$ cat config.mk
export PLATFORM = sky130hd
export DESIGN_NAME = bcd_2_binary_flat
export DESIGN_NICKNAME = d
export VERILOG_FILES = /design/src/rtl/bcd_2_binary_if.sv /design/src/rtl/bcd_2_binary.sv /design/src/flat_wrapper.sv
export SDC_FILE = /design/constraint.sdc
export NUM_CORES = 1
export LEC_CHECK = 0
export ABC_AREA = 1
export BUFFER_PORTS_ARGS = -buffer_cell sky130_fd_sc_hd__buf_2
export CORE_MARGIN = 1
export CORE_UTILIZATION = 51
export CTS_CLUSTER_DIAMETER = 50
export CTS_CLUSTER_SIZE = 28
export DETAILED_ROUTE_END_ITERATION = 16
export PLACE_DENSITY_LB_ADDON = 0.1
export SKIP_CTS_REPAIR_TIMING = 1
export SLEW_MARGIN = 25
export SYNTH_ARGS = -nofsm -noshare
export SYNTH_HDL_FRONTEND = slang
export SYNTH_SLANG_ARGS = --single-unit
$ cat constraint.sdc
create_clock -name clk -period 2 [get_ports clk]
set_input_delay 0.2 -clock clk [delete_from_list [all_inputs] [get_ports clk]]
set_output_delay 0.2 -clock clk [all_outputs]
set_load 0.02 [all_outputs]
$ cat src/rtl/bcd_2_binary_if.sv
// Handshake bundle for the BCD-to-binary converter: BCD word in, binary result out.
// master = producer/consumer side, slave = converter side.
interface bcd_2_binary_if #(
    parameter int DIGITS = 3,
    parameter int BIN_W  = 10
);
    logic                  in_valid;
    logic                  in_ready;
    logic [4*DIGITS-1:0]   bcd_in;
    logic                  out_valid;
    logic                  out_ready;
    logic [BIN_W-1:0]      bin_out;
    logic                  err;

    // Both sides follow one valid/ready rule: a word moves on a rising clk
    // edge where valid and ready are both high. A source holds its data
    // stable while valid is high and ready is low. Ready never depends
    // combinationally on valid.
    modport master (
        output in_valid, bcd_in, out_ready,
        input  in_ready, out_valid, bin_out, err
    );

    modport slave (
        input  in_valid, bcd_in, out_ready,
        output in_ready, out_valid, bin_out, err
    );
endinterface

$ cat src/rtl/bcd_2_binary.sv
// Sequential BCD-to-binary converter, one digit per clock, MSD first (acc = acc*10 + d).
// Digits above 9 set a sticky error and force the result to zero.
module bcd_2_binary #(
    parameter int DIGITS = 3,
    parameter int BIN_W  = 10
) (
    input  logic                 clk,
    input  logic                 reset,
    bcd_2_binary_if.slave        bus,
    output logic [1:0]           o_dbg_state
);
    localparam int CNT_W = (DIGITS > 1) ? $clog2(DIGITS) : 1;

    typedef enum logic [1:0] {
        S_IDLE = 2'd0,
        S_CONV = 2'd1,
        S_DONE = 2'd2
    } state_t;

    state_t              r_state;
    logic [4*DIGITS-1:0] r_shift;
    logic [BIN_W-1:0]    r_acc;
    logic [CNT_W-1:0]    r_cnt;
    logic                r_err;
    logic [BIN_W-1:0]    r_bin_out;
    logic                r_err_out;
    logic                r_in_ready;
    logic                r_out_valid;

    logic [3:0]          w_digit;
    logic [BIN_W-1:0]    w_acc_next;
    logic                w_err_next;
    logic                w_last;

    assign w_digit    = r_shift[4*DIGITS-1 -: 4];
    // acc*10 as two shifts and an add, truncated to BIN_W
    assign w_acc_next = (r_acc << 3) + (r_acc << 1) + BIN_W'(w_digit);
    assign w_err_next = r_err | (w_digit > 4'd9);
    assign w_last     = (r_cnt == CNT_W'(DIGITS - 1));

    always_ff @(posedge clk or posedge reset) begin
        if (reset) begin
            r_state     <= S_IDLE;
            r_shift     <= '0;
            r_acc       <= '0;
            r_cnt       <= '0;
            r_err       <= 1'b0;
            r_bin_out   <= '0;
            r_err_out   <= 1'b0;
            r_in_ready  <= 1'b1;
            r_out_valid <= 1'b0;
        end else begin
            case (r_state)
                S_IDLE: begin
                    if (bus.in_valid) begin
                        r_shift    <= bus.bcd_in;
                        r_acc      <= '0;
                        r_cnt      <= '0;
                        r_err      <= 1'b0;
                        r_in_ready <= 1'b0;
                        r_state    <= S_CONV;
                    end
                end
                S_CONV: begin
                    r_acc   <= w_acc_next;
                    r_err   <= w_err_next;
                    r_shift <= r_shift << 4;
                    r_cnt   <= r_cnt + CNT_W'(1);
                    if (w_last) begin
                        r_bin_out   <= w_err_next ? '0 : w_acc_next;
                        r_err_out   <= w_err_next;
                        r_out_valid <= 1'b1;
                        r_state     <= S_DONE;
                    end
                end
                S_DONE: begin
                    if (bus.out_ready) begin
                        r_out_valid <= 1'b0;
                        r_in_ready  <= 1'b1;
                        r_state     <= S_IDLE;
                    end
                end
                default: begin
                    r_out_valid <= 1'b0;
                    r_in_ready  <= 1'b1;
                    r_state     <= S_IDLE;
                end
            endcase
        end
    end

    assign bus.in_ready  = r_in_ready;
    assign bus.out_valid = r_out_valid;
    assign bus.bin_out   = r_bin_out;
    assign bus.err       = r_err_out;
    assign o_dbg_state   = r_state;
endmodule

$ cat src/flat_wrapper.sv
// flat-port wrapper written by rule: the top's interface ports become plain ports
module bcd_2_binary_flat 
#(
    parameter int DIGITS = 3,
    parameter int BIN_W  = 10
)
  (clk, reset, o_dbg_state, bus_in_valid, bus_bcd_in, bus_out_ready, bus_in_ready, bus_out_valid, bus_bin_out, bus_err);
  bcd_2_binary_if #(.DIGITS(DIGITS), .BIN_W(BIN_W)) bus_i ();
  input  logic clk;
  input  logic reset;
  output logic [1:0] o_dbg_state;
  input wire logic [$bits(bus_i.in_valid)-1:0] bus_in_valid;
  input wire logic [$bits(bus_i.bcd_in)-1:0] bus_bcd_in;
  input wire logic [$bits(bus_i.out_ready)-1:0] bus_out_ready;
  output wire logic [$bits(bus_i.in_ready)-1:0] bus_in_ready;
  output wire logic [$bits(bus_i.out_valid)-1:0] bus_out_valid;
  output wire logic [$bits(bus_i.bin_out)-1:0] bus_bin_out;
  output wire logic [$bits(bus_i.err)-1:0] bus_err;
  assign bus_i.in_valid = bus_in_valid;
  assign bus_i.bcd_in = bus_bcd_in;
  assign bus_i.out_ready = bus_out_ready;
  assign bus_in_ready = bus_i.in_ready;
  assign bus_out_valid = bus_i.out_valid;
  assign bus_bin_out = bus_i.bin_out;
  assign bus_err = bus_i.err;
  bcd_2_binary #(.DIGITS(DIGITS), .BIN_W(BIN_W)) u_core (.clk(clk), .reset(reset), .bus(bus_i), .o_dbg_state(o_dbg_state));
endmodule
==> flow_metrics.py, run 1 <==
metrics = {
    "grt": {
        "overflow": 0,
        "grt_pass1_wl_um": 6780,
        "antenna_found_initial": 0,
        "grt_pass1_vias": 1486,
        "grt_util_all_layers": 0.215,
        "grt_max_degree": 40,
    },
    "worst_setup_path": {
        "worst_path_max_delay_cell": "dfrtp_1",
        "cp-start-kind": "register",
        "cp.required_ns": 2.17,
        "cp-end-kind": "register",
        "path_max_fanout": 2,
        "crit_chain": "buf_4 -> buf_4 -> ha_4 -> ha_4 -> fa_2 -> buf_4 -> xnor2_1 -> o21ai_0",
        "arrival_ns": 2.16,
        "r2r_setup_slack_ns": 0.02,
        "crit_start": "u_core.r_acc[0]",
        "crit_type": "reg -> reg",
        "path_common_cell": "buf_4",
        "rr_startpoint": "u_core.r_acc[0]",
        "reg2reg_depth": 8,
        "slowest_delay_ns": 0.39,
    },
    "die": {
        "start_util": 0.550,
        "die-area_um2": 4360,
        "die_h_um": 66.0,
        "die_w_um": 66.0,
        "rows": 22,
        "core_um2": 3800,
        "io_pins": 31,
    },
    "logic_synthesis": {
        "synth_common_cells": "nand2_1 (63), dfrtp_1 (38), inv_1 (23)",
        "synth_top_family_by_area": "simple AND/OR/NAND/NOR gates",
        "synth.distinct_cells": 30,
        "yosys-top-cells-area": "dfrtp_1 (45%), nand2_1 (11%), ha_1 (9.0%), inv_1 (4.1%), o21ai_2 (2.9%)",
        "synthMuxAreaShare": 0,
        "post-synth-top-area-fraction": 0.455,
        "synthSimpleGateAreaFrac": 0.208,
        "avgSynthCellArea_um2": 9.21,
        "synthAdderAreaFrac": 0.109,
        "synth-compound-area-share": 0.133,
        "synth_xor_area_frac": 0.0126,
        "synthesis.nets": 260,
        "async_reset_ff_frac": 1.00,
        "synth_cells": 227,
        "synth_most_common_cell": "nand2_1",
        "synth_edf_count": 0,
        "yosys_warnings": 0,
        "ys.flop_type": "dfrtp_1",
        "yosysSeqAreaShare": 0.467,
        "synth_top_area_cell": "dfrtp_1",
        "synth_area_um2": 2090,
        "synth_seq_cells": 39,
    },
    "drt": {
        "ant_nets": 0,
        "via_count": 1604,
        "routed_via_density": 5.11,
        "topRoutingLayerUsed": "met4",
        "wl_per_cell_um": 13.3,
        "drc": 0,
        "dr.first_iter.drc_count": 112,
        "met1Wirelength_um": 1860,
        "wl_um": 4170,
        "firstDrtPassIters": 4,
        "route.met2.wl_um": 2100,
        "dr_wl_met3_um": 149,
    },
    "placed_design": {
        "gp_congestion": 0.789,
        "dp_hpwl_um": 3030,
        "io_buffers": 30,
        "dp_slack_ns": -0.0507,
    },
    "layout": {
        "diodes": 0,
        "drive_gt1_frac": 0.263,
        "final_nets": 298,
        "syn2layout_area_growth_pct": 16.0,
        "fill_cells": 336,
    },
    "power_and_ir_drop": {
        "seq_power_share": 0.295,
        "p_switching_uw": 2220,
        "power_leakage_uw": 0.00129,
        "power.density_nw_per_um2": 1950,
        "ir_worst_vdd_uv": 923,
        "combPwrFrac": 0.595,
        "switching_share": 0.471,
        "p_total_uw": 4720,
        "clock_power_share": 0.109,
        "p_int_uw": 2500,
    },
    "timing": {
        "period_minus_slack_ns": 1.98,
        "maxClockFrequency_ghz": 0.504,
        "setup_viol": 0,
        "hold_viol": 0,
        "post-route-worst-setup-slack_ns": 0.0163,
        "slew-limit-headroom": 0.679,
        "slew_viol_final": 0,
        "worst_pin_slew_ns": 0.482,
        "grt_setup_unrepaired": "yes",
        "setup_tns_ns": 0,
        "skew_ns": 0.00771,
        "fin_crit_sh": 0.992,
    },
    "clock_network": {
        "clockBufferDepth": 2,
        "htreeDepth": 2,
        "clock-sinks": 39,
        "worstSkewPairLatency_ns": 0.29,
        "numCtsBuffers": 5,
        "clk_pin_slew_ns": 0.08,
        "tritoncts": "built",
        "root_buffer": "clkbuf_8",
    },
    "run": {
        "cap_viol_max_count": 0,
    },
    "status": {
        "status": "complete, no violations",
    },
    "hold_path": {
        "hold_path.class": "in -> async",
    },
}
-- worst max-delay path, delay by kind of cell, from the launching register on --
family	cells	cell delay [ns]
AO/OA/AOI/OAI	1	0.13
buffers and inverters	3	0.41
adder cells (fa/ha/maj)	3	0.70
flip-flops	1	0.39
XOR/XNOR	1	0.24
-- worst paths after layout --
kind,endpoint
worst max-delay path,u_core.r_acc[4]
max in group asynchronous,u_core.bus.in_ready
worst min register to register,u_core.bus.in_ready
worst max register to register,u_core.r_acc[4]
min in group clk,u_core.o_dbg_state[1]
worst min-delay path,u_core.bus.bin_out[2]
-- metal layers --
| layer | GRT usage | vias to the layer above |
|---|---|---|
| met3 | 0.0569 | 7 |
| met2 | 0.364 | 30 |
| met5 | 0 | - |
| met4 | 0.0718 | 0 |
| li1 | - | 808 |
| met1 | 0.264 | 759 |
-- power by group through the flow --
stage	Clock, µW	Combinational (µW)	Sequential [µW]
final	517	2810	1400
after global routing	574	3160	1440
after CTS	531	2690	1390
after detailed placement	0	2680	1410
after global placement	0	2650	1400
after floorplan	0	2000	1490
-- metrics by stage --
stage	hold WS (ns)	util	area (µm²)	std cells
6_report	0.0230	0.638	2420	314
3_5_place_dp	0.362	0.604	2290	305
5_1_grt	0.0688	0.638	2420	314
3_3_place_gp	0.346	0.604	2290	305
2_1_floorplan	0.307	-	2090	227
4_1_cts	0.0451	0.626	2380	313
-- final cells by class --
class / instances / area [µm²] / area share
Tap cell: 48 / 60.1 / 0.0248
Clock buffer: 6 / 72.6 / 0.0299
Timing Repair Buffer: 35 / 188 / 0.0774
Inverter: 27 / 109 / 0.0449
Multi-Input combinational cell: 157 / 1010 / 0.415
Clock inverter: 2 / 12.5 / 0.00516
Sequential cell: 39 / 977 / 0.403
-- state kept, by name (all words and copies together), names as in the netlist --
register              flops
u_core.bus.bin_out       10
u_core.bus.err            1
u_core.bus.in_ready       1
u_core.bus.out_valid      1
u_core.o_dbg_state        2
u_core.r_acc              9
u_core.r_cnt              2
u_core.r_err              1
u_core.r_shift           12
-- cells by family (layout without fill, tap and decap cells) --
kind of cell | after synthesis | after routing
xor gates and xnor gates | 3 | 3
DFF | 39 | 39
buffers and inverters | 31 | 70
and+or+nand+nor | 94 | 94
adders and majority gates | 17 | 17
AOI/OAI and AO/OA | 43 | 43
-- cell usage in the layout, fill, tap and decap left out, drive strengths merged --
cell / netlist / final
a21oi: 3 / 3
a22o: 4 / 4
buf: 4 / 35
clkbuf: 0 / 6
clkinv: 0 / 1
clkinvlp: 0 / 1
dfrtp: 38 / 38
dfstp: 1 / 1
fa: 2 / 2
ha: 15 / 15
inv: 27 / 27
nand2: 66 / 66
nand3: 7 / 7
nand3b: 5 / 5
nor2: 14 / 14
o21a: 2 / 2
o21ai: 30 / 30
o22ai: 4 / 4
or2: 2 / 2
xnor2: 3 / 3
Note: power is estimated with default switching activity, not from simulation.
==> run 2, diff against run 1 <==
- MAX_ROUTING_LAYER: not set -> met4
- PLACE_DENSITY: not set -> 0.75
- PLACE_DENSITY_LB_ADDON: 0.1 -> not set
==> run 2 against run 1 <==
The flow now finishes with violations (setup timing). Final cell count grew 0.64%. Core utilization rose by 2.4 points. Setup slack worse by 0.039 ns. Worst hold slack worse by 0.0074 ns. Sequential share of layout area is 1.5 points lower. Design area increased by 3.8%.
==> flow_metrics.py, run 2 (synthesis results as in run 1) <==
metrics = {
    "grt": {
        "grt_pass1_wl_um": 7030,
        "overflow": 0,
        "grt_max_degree": 40,
        "grt_pass1_vias": 1552,
        "antenna_found_initial": 0,
        "grt_util_all_layers": 0.226,
    },
    "worst_setup_path": {
        "reg2reg_depth": 12,
        "worst_path_max_delay_cell": "fa_1",
        "arrival_ns": 2.21,
        "path_max_fanout": 3,
        "path_common_cell": "nand2_2",
        "crit_chain": "inv_2 -> fa_1 -> inv_2 -> buf_6 -> ha_4 -> nand2_2 -> nand2_2 -> nand3b_1 -> nand2_1 -> nand2_2 -> nand3_2 -> nand2_1",
        "cp-start-kind": "register",
        "rr_startpoint": "u_core.r_acc[2]",
        "crit_type": "reg -> reg",
        "cp.required_ns": 2.19,
        "worstReg2RegEnd": "u_core.r_acc[7]",
        "r2r_setup_slack_ns": -0.02,
        "slowest_delay_ns": 0.55,
        "cp-end-kind": "register",
    },
    "die": {
        "die-area_um2": 4360,
        "start_util": 0.550,
        "rows": 22,
        "die_h_um": 66.0,
        "io_pins": 31,
        "die_w_um": 66.0,
        "core_um2": 3800,
    },
    "status": {
        "violations": "setup timing",
        "status": "finished with violations",
    },
    "timing": {
        "maxClockFrequency_ghz": 0.494,
        "setup_viol": 5,
        "grt_setup_unrepaired": "yes",
        "worst_pin_slew_ns": 0.492,
        "skew_ns": 0.00204,
        "slew-limit-headroom": 0.672,
        "slew_viol_final": 0,
        "post-route-worst-setup-slack_ns": -0.0224,
        "period_minus_slack_ns": 2.02,
        "fin_crit_sh": 1.01,
        "hold_viol": 0,
    },
    "clock_network": {
        "worstSkewPairLatency_ns": 0.29,
        "tritoncts": "built",
        "numCtsBuffers": 5,
        "clock-sinks": 39,
        "clk_pin_slew_ns": 0.07,
        "root_buffer": "clkbuf_8",
        "htreeDepth": 2,
        "clockBufferDepth": 2,
    },
    "drt": {
        "ant_nets": 0,
        "routed_via_density": 5.29,
        "wl_per_cell_um": 13.9,
        "wl_um": 4410,
        "firstDrtPassIters": 4,
        "drc": 0,
        "via_count": 1672,
        "dr.first_iter.drc_count": 131,
    },
    "layout": {
        "final_nets": 300,
        "mostFrequentLayoutCells": "nand2_1 (58), dfrtp_1 (38), buf_2 (30), inv_1 (20)",
        "syn2layout_area_growth_pct": 20.3,
        "final_common_cell": "nand2_1",
        "top_register": "u_core.r_shift",
        "stdcell_count": 316,
        "drive_gt1_frac": 0.306,
        "largest_reg_flops": 12,
        "diodes": 0,
    },
    "power_and_ir_drop": {
        "ir_worst_vdd_uv": 922,
        "p_int_uw": 2810,
        "switching_share": 0.453,
        "power.density_nw_per_um2": 2040,
        "clock_power_share": 0.132,
        "combPwrFrac": 0.597,
        "seq_power_share": 0.271,
        "power_leakage_uw": 0.00133,
        "p_switching_uw": 2330,
    },
    "placed_design": {
        "gp_congestion": 0.829,
        "dp_hpwl_um": 3050,
        "io_buffers": 30,
        "dpl.cell_count": 306,
        "dp_slack_ns": -0.111,
    },
    "hold_path": {
        "hold_path.class": "in -> async",
    },
    "run": {
        "cap_viol_max_count": 0,
    },
}
-- run 2: cell count changes in the layout (fill, tap and decap cells not counted), sizes merged --
cell | previous run | this run
buf | 35 | 37
clkinvlp | 1 | 0
bufinv | 0 | 1
-- run 2: layout make-up --
type / count / area (µm²)
sequential: 39 / 977
timing repair buffer: 37 / 206
tap: 48 / 60.1
fill: 316 / 1280
multi-input combinational: 157 / 1050
inverter: 27 / 109
clock buffer: 6 / 82.6
clock inverter: 2 / 35.0
-- run 2: power groups by stage --
stage               logic, µW  clock network [µW]  registers [µW]
finish                   3070                 679            1400
global route             3400                 723            1430
CTS                      2760                 687            1390
detailed placement       2720                   0            1400
global placement         2640                   0            1390
floorplan                2000                   0            1490
-- run 2: how the worst max path moves through the flow --
stage	slack, ns	to	start	cells after the start
2_1_floorplan	0.03	u_core.r_acc[8]	u_core.r_acc[0]	10
3_3_place_gp	-0.003	u_core.r_acc[4]	u_core.r_acc[0]	7
3_5_place_dp	-0.11	u_core.r_acc[8]	u_core.r_acc[0]	10
4_1_cts	-0.15	u_core.r_acc[8]	u_core.r_acc[0]	10
5_1_grt	-0.12	u_core.r_acc[7]	u_core.r_acc[2]	12
6_report	-0.02	u_core.r_acc[7]	u_core.r_acc[2]	12
-- run 2: stage by stage --
stage / hold slack, ns / instance area [µm²] / setup TNS [ns] / utilization / power, µW
after floorplan: 0.307 / 2090 / 0 / - / 3500
after global placement: 0.342 / 2300 / -0.00339 / 0.606 / 4020
after detailed placement: 0.344 / 2300 / -0.584 / 0.606 / 4130
after CTS: 0.0336 / 2420 / -0.943 / 0.637 / 4830
after global routing: 0.0657 / 2520 / -0.694 / 0.662 / 5550
final: 0.0156 / 2520 / -0.0729 / 0.662 / 5140
-- run 2: worst max-delay path: cells and delay by family (launching register included) --
family        cells  cell delay (ns)
fa+ha+maj         2             0.80
buf+inv           3             0.22
flops             1             0.38
simple gates      7             0.52
-- run 2: metal layers --
metal | GRT usage | vias up | wire (µm)
met5 | - | - | 0
met4 | 0.0851 | 0 | 84
met3 | 0.0431 | 11 | 145
met2 | 0.381 | 37 | 2230
met1 | 0.268 | 806 | 1950
li1 | - | 818 | -
==> run 3, diff against run 2 <==
- HOLD_SLACK_MARGIN: not set -> 0.08
==> run 3 against run 2 <==
The flow still finishes with violations (setup timing). Die area unchanged. Core utilization is 0.26 points higher. Largest cell class unchanged. Non-clock buffer count grew 1. Highest routed layer unchanged. First-iteration DRC count unchanged.
==> flow_metrics.py, run 3 (synthesis results as in run 1) <==
metrics = {
    "status": {
        "status": "finished with violations",
        "violations": "setup timing",
    },
    "layout": {
        "final_util": 0.665,
        "drive_gt1_frac": 0.305,
        "stdcell_count": 317,
        "mostFrequentLayoutCells": "nand2_1 (58), dfrtp_1 (38), buf_2 (30), inv_1 (20)",
        "diodes": 0,
        "final_common_cell": "nand2_1",
        "final_nets": 301,
        "largest_reg_flops": 12,
        "top_register": "u_core.r_shift",
        "syn2layout_area_growth_pct": 20.8,
    },
    "hold_path": {
        "min_to": "u_core.o_dbg_state[1]",
        "hp-start": "bus_out_ready",
        "hold_path.class": "in -> reg",
        "min_path_cells": 2,
    },
    "timing": {
        "setup_viol": 5,
        "period_minus_slack_ns": 2.02,
        "slew-limit-headroom": 0.671,
        "worst_pin_slew_ns": 0.494,
        "slew_viol_final": 0,
        "grt_setup_unrepaired": "yes",
        "maxClockFrequency_ghz": 0.495,
        "hold_viol": 0,
        "fin_crit_sh": 1.01,
        "post-route-worst-setup-slack_ns": -0.0214,
        "skew_ns": 0.00159,
    },
    "die": {
        "core_um2": 3800,
        "start_util": 0.550,
        "die_w_um": 66.0,
        "die_h_um": 66.0,
        "die-area_um2": 4360,
        "io_pins": 31,
        "rows": 22,
    },
    "power_and_ir_drop": {
        "clock_power_share": 0.132,
        "p_total_uw": 5140,
        "power.density_nw_per_um2": 2040,
        "ir_worst_vdd_uv": 920,
        "p_switching_uw": 2330,
        "seq_power_share": 0.271,
        "power_leakage_uw": 0.00133,
        "p_int_uw": 2810,
        "switching_share": 0.453,
        "combPwrFrac": 0.597,
    },
    "drt": {
        "dr.first_iter.drc_count": 131,
        "routed_via_density": 5.28,
        "wl_um": 4410,
        "ant_nets": 0,
        "wl_per_cell_um": 13.9,
        "firstDrtPassIters": 4,
        "drc": 0,
        "via_count": 1675,
    },
    "grt": {
        "antenna_found_initial": 0,
        "grt_max_degree": 40,
        "grt_util_all_layers": 0.226,
        "grt_pass1_vias": 1552,
        "grt_pass1_wl_um": 7030,
        "overflow": 0,
    },
    "clock_network": {
        "clockBufferDepth": 2,
        "htreeDepth": 2,
        "root_buffer": "clkbuf_8",
        "worstSkewPairLatency_ns": 0.29,
        "numCtsBuffers": 5,
        "clk_pin_slew_ns": 0.07,
        "tritoncts": "built",
        "clock-sinks": 39,
    },
    "worst_setup_path": {
        "crit_type": "reg -> reg",
        "worstReg2RegEnd": "u_core.r_acc[7]",
        "cp-end-kind": "register",
        "rr_startpoint": "u_core.r_acc[2]",
        "cp_top_family": "adder cells",
        "path_common_cell": "nand2_2",
        "r2r_setup_slack_ns": -0.02,
        "cp-start-kind": "register",
        "path_max_fanout": 3,
        "crit_chain": "inv_2 -> fa_1 -> inv_2 -> buf_6 -> ha_4 -> nand2_2 -> nand2_2 -> nand3b_1 -> nand2_1 -> nand2_2 -> nand3_2 -> nand2_1",
        "slowest_delay_ns": 0.55,
        "worst_path_max_delay_cell": "fa_1",
        "arrival_ns": 2.21,
        "crit_buf_inv": 3,
        "reg2reg_depth": 12,
        "cp.required_ns": 2.19,
    },
    "placed_design": {
        "io_buffers": 30,
        "dp_slack_ns": -0.111,
        "gp_congestion": 0.829,
        "dp_hpwl_um": 3050,
        "dpl.cell_count": 306,
    },
    "run": {
        "cap_viol_max_count": 0,
    },
}
## run 3: changes by cell type in the layout (fill, tap and decap cells not counted)
cell and change:
dlygate4sd3_1 +1
## run 3: worst reg2reg max path: cells and delay by family, from the launching register on
| kind | cells | cell delay (ns) |
|---|---|---|
| adders and majority gates | 2 | 0.80 |
| and+or+nand+nor | 7 | 0.54 |
| DFF | 1 | 0.38 |
| buffers and inverters | 3 | 0.22 |
## run 3: power by group through the flow
stage	Combinational [µW]	Sequential [µW]	Clock (µW)
6_report	3070	1400	679
5_1_grt	3400	1430	723
4_1_cts	2760	1390	687
3_5_place_dp	2720	1400	0
3_3_place_gp	2640	1390	0
2_1_floorplan	2000	1490	0
## run 3: final cells by class
type	count	area [µm²]
Clock buffer	6	82.6
Sequential cell	39	977
Fill cell	316	1270
Tap cell	48	60.1
Inverter	27	109
Multi-Input combinational cell	157	1050
Clock inverter	2	35.0
Timing Repair Buffer	38	216
## run 3: metal layers
metal / track usage / vias up / wire length (µm)
met5: - / - / 0
met4: 0.0851 / 0 / 84
met3: 0.0431 / 11 / 154
met2: 0.381 / 43 / 2230
met1: 0.268 / 800 / 1950
li1: - / 821 / -
## run 3: worst max-delay path by stage
stage | start | to | slack, ns | cells past startpoint
after floorplan | u_core.r_acc[0] | u_core.r_acc[8] | 0.03 | 10
after global placement | u_core.r_acc[0] | u_core.r_acc[4] | -0.003 | 7
after detailed placement | u_core.r_acc[0] | u_core.r_acc[8] | -0.11 | 10
after CTS | u_core.r_acc[0] | u_core.r_acc[8] | -0.15 | 10
after global routing | u_core.r_acc[2] | u_core.r_acc[7] | -0.12 | 12
final | u_core.r_acc[2] | u_core.r_acc[7] | -0.02 | 12
## run 3: stage by stage
step	setup TNS [ns]	hold slack (ns)	instance area, µm²
floorplan	0	0.307	2090
global placement	-0.00339	0.342	2300
detailed placement	-0.584	0.344	2300
CTS	-0.943	0.0336	2420
global route	-0.694	0.0921	2530
finish	-0.0560	0.0976	2530
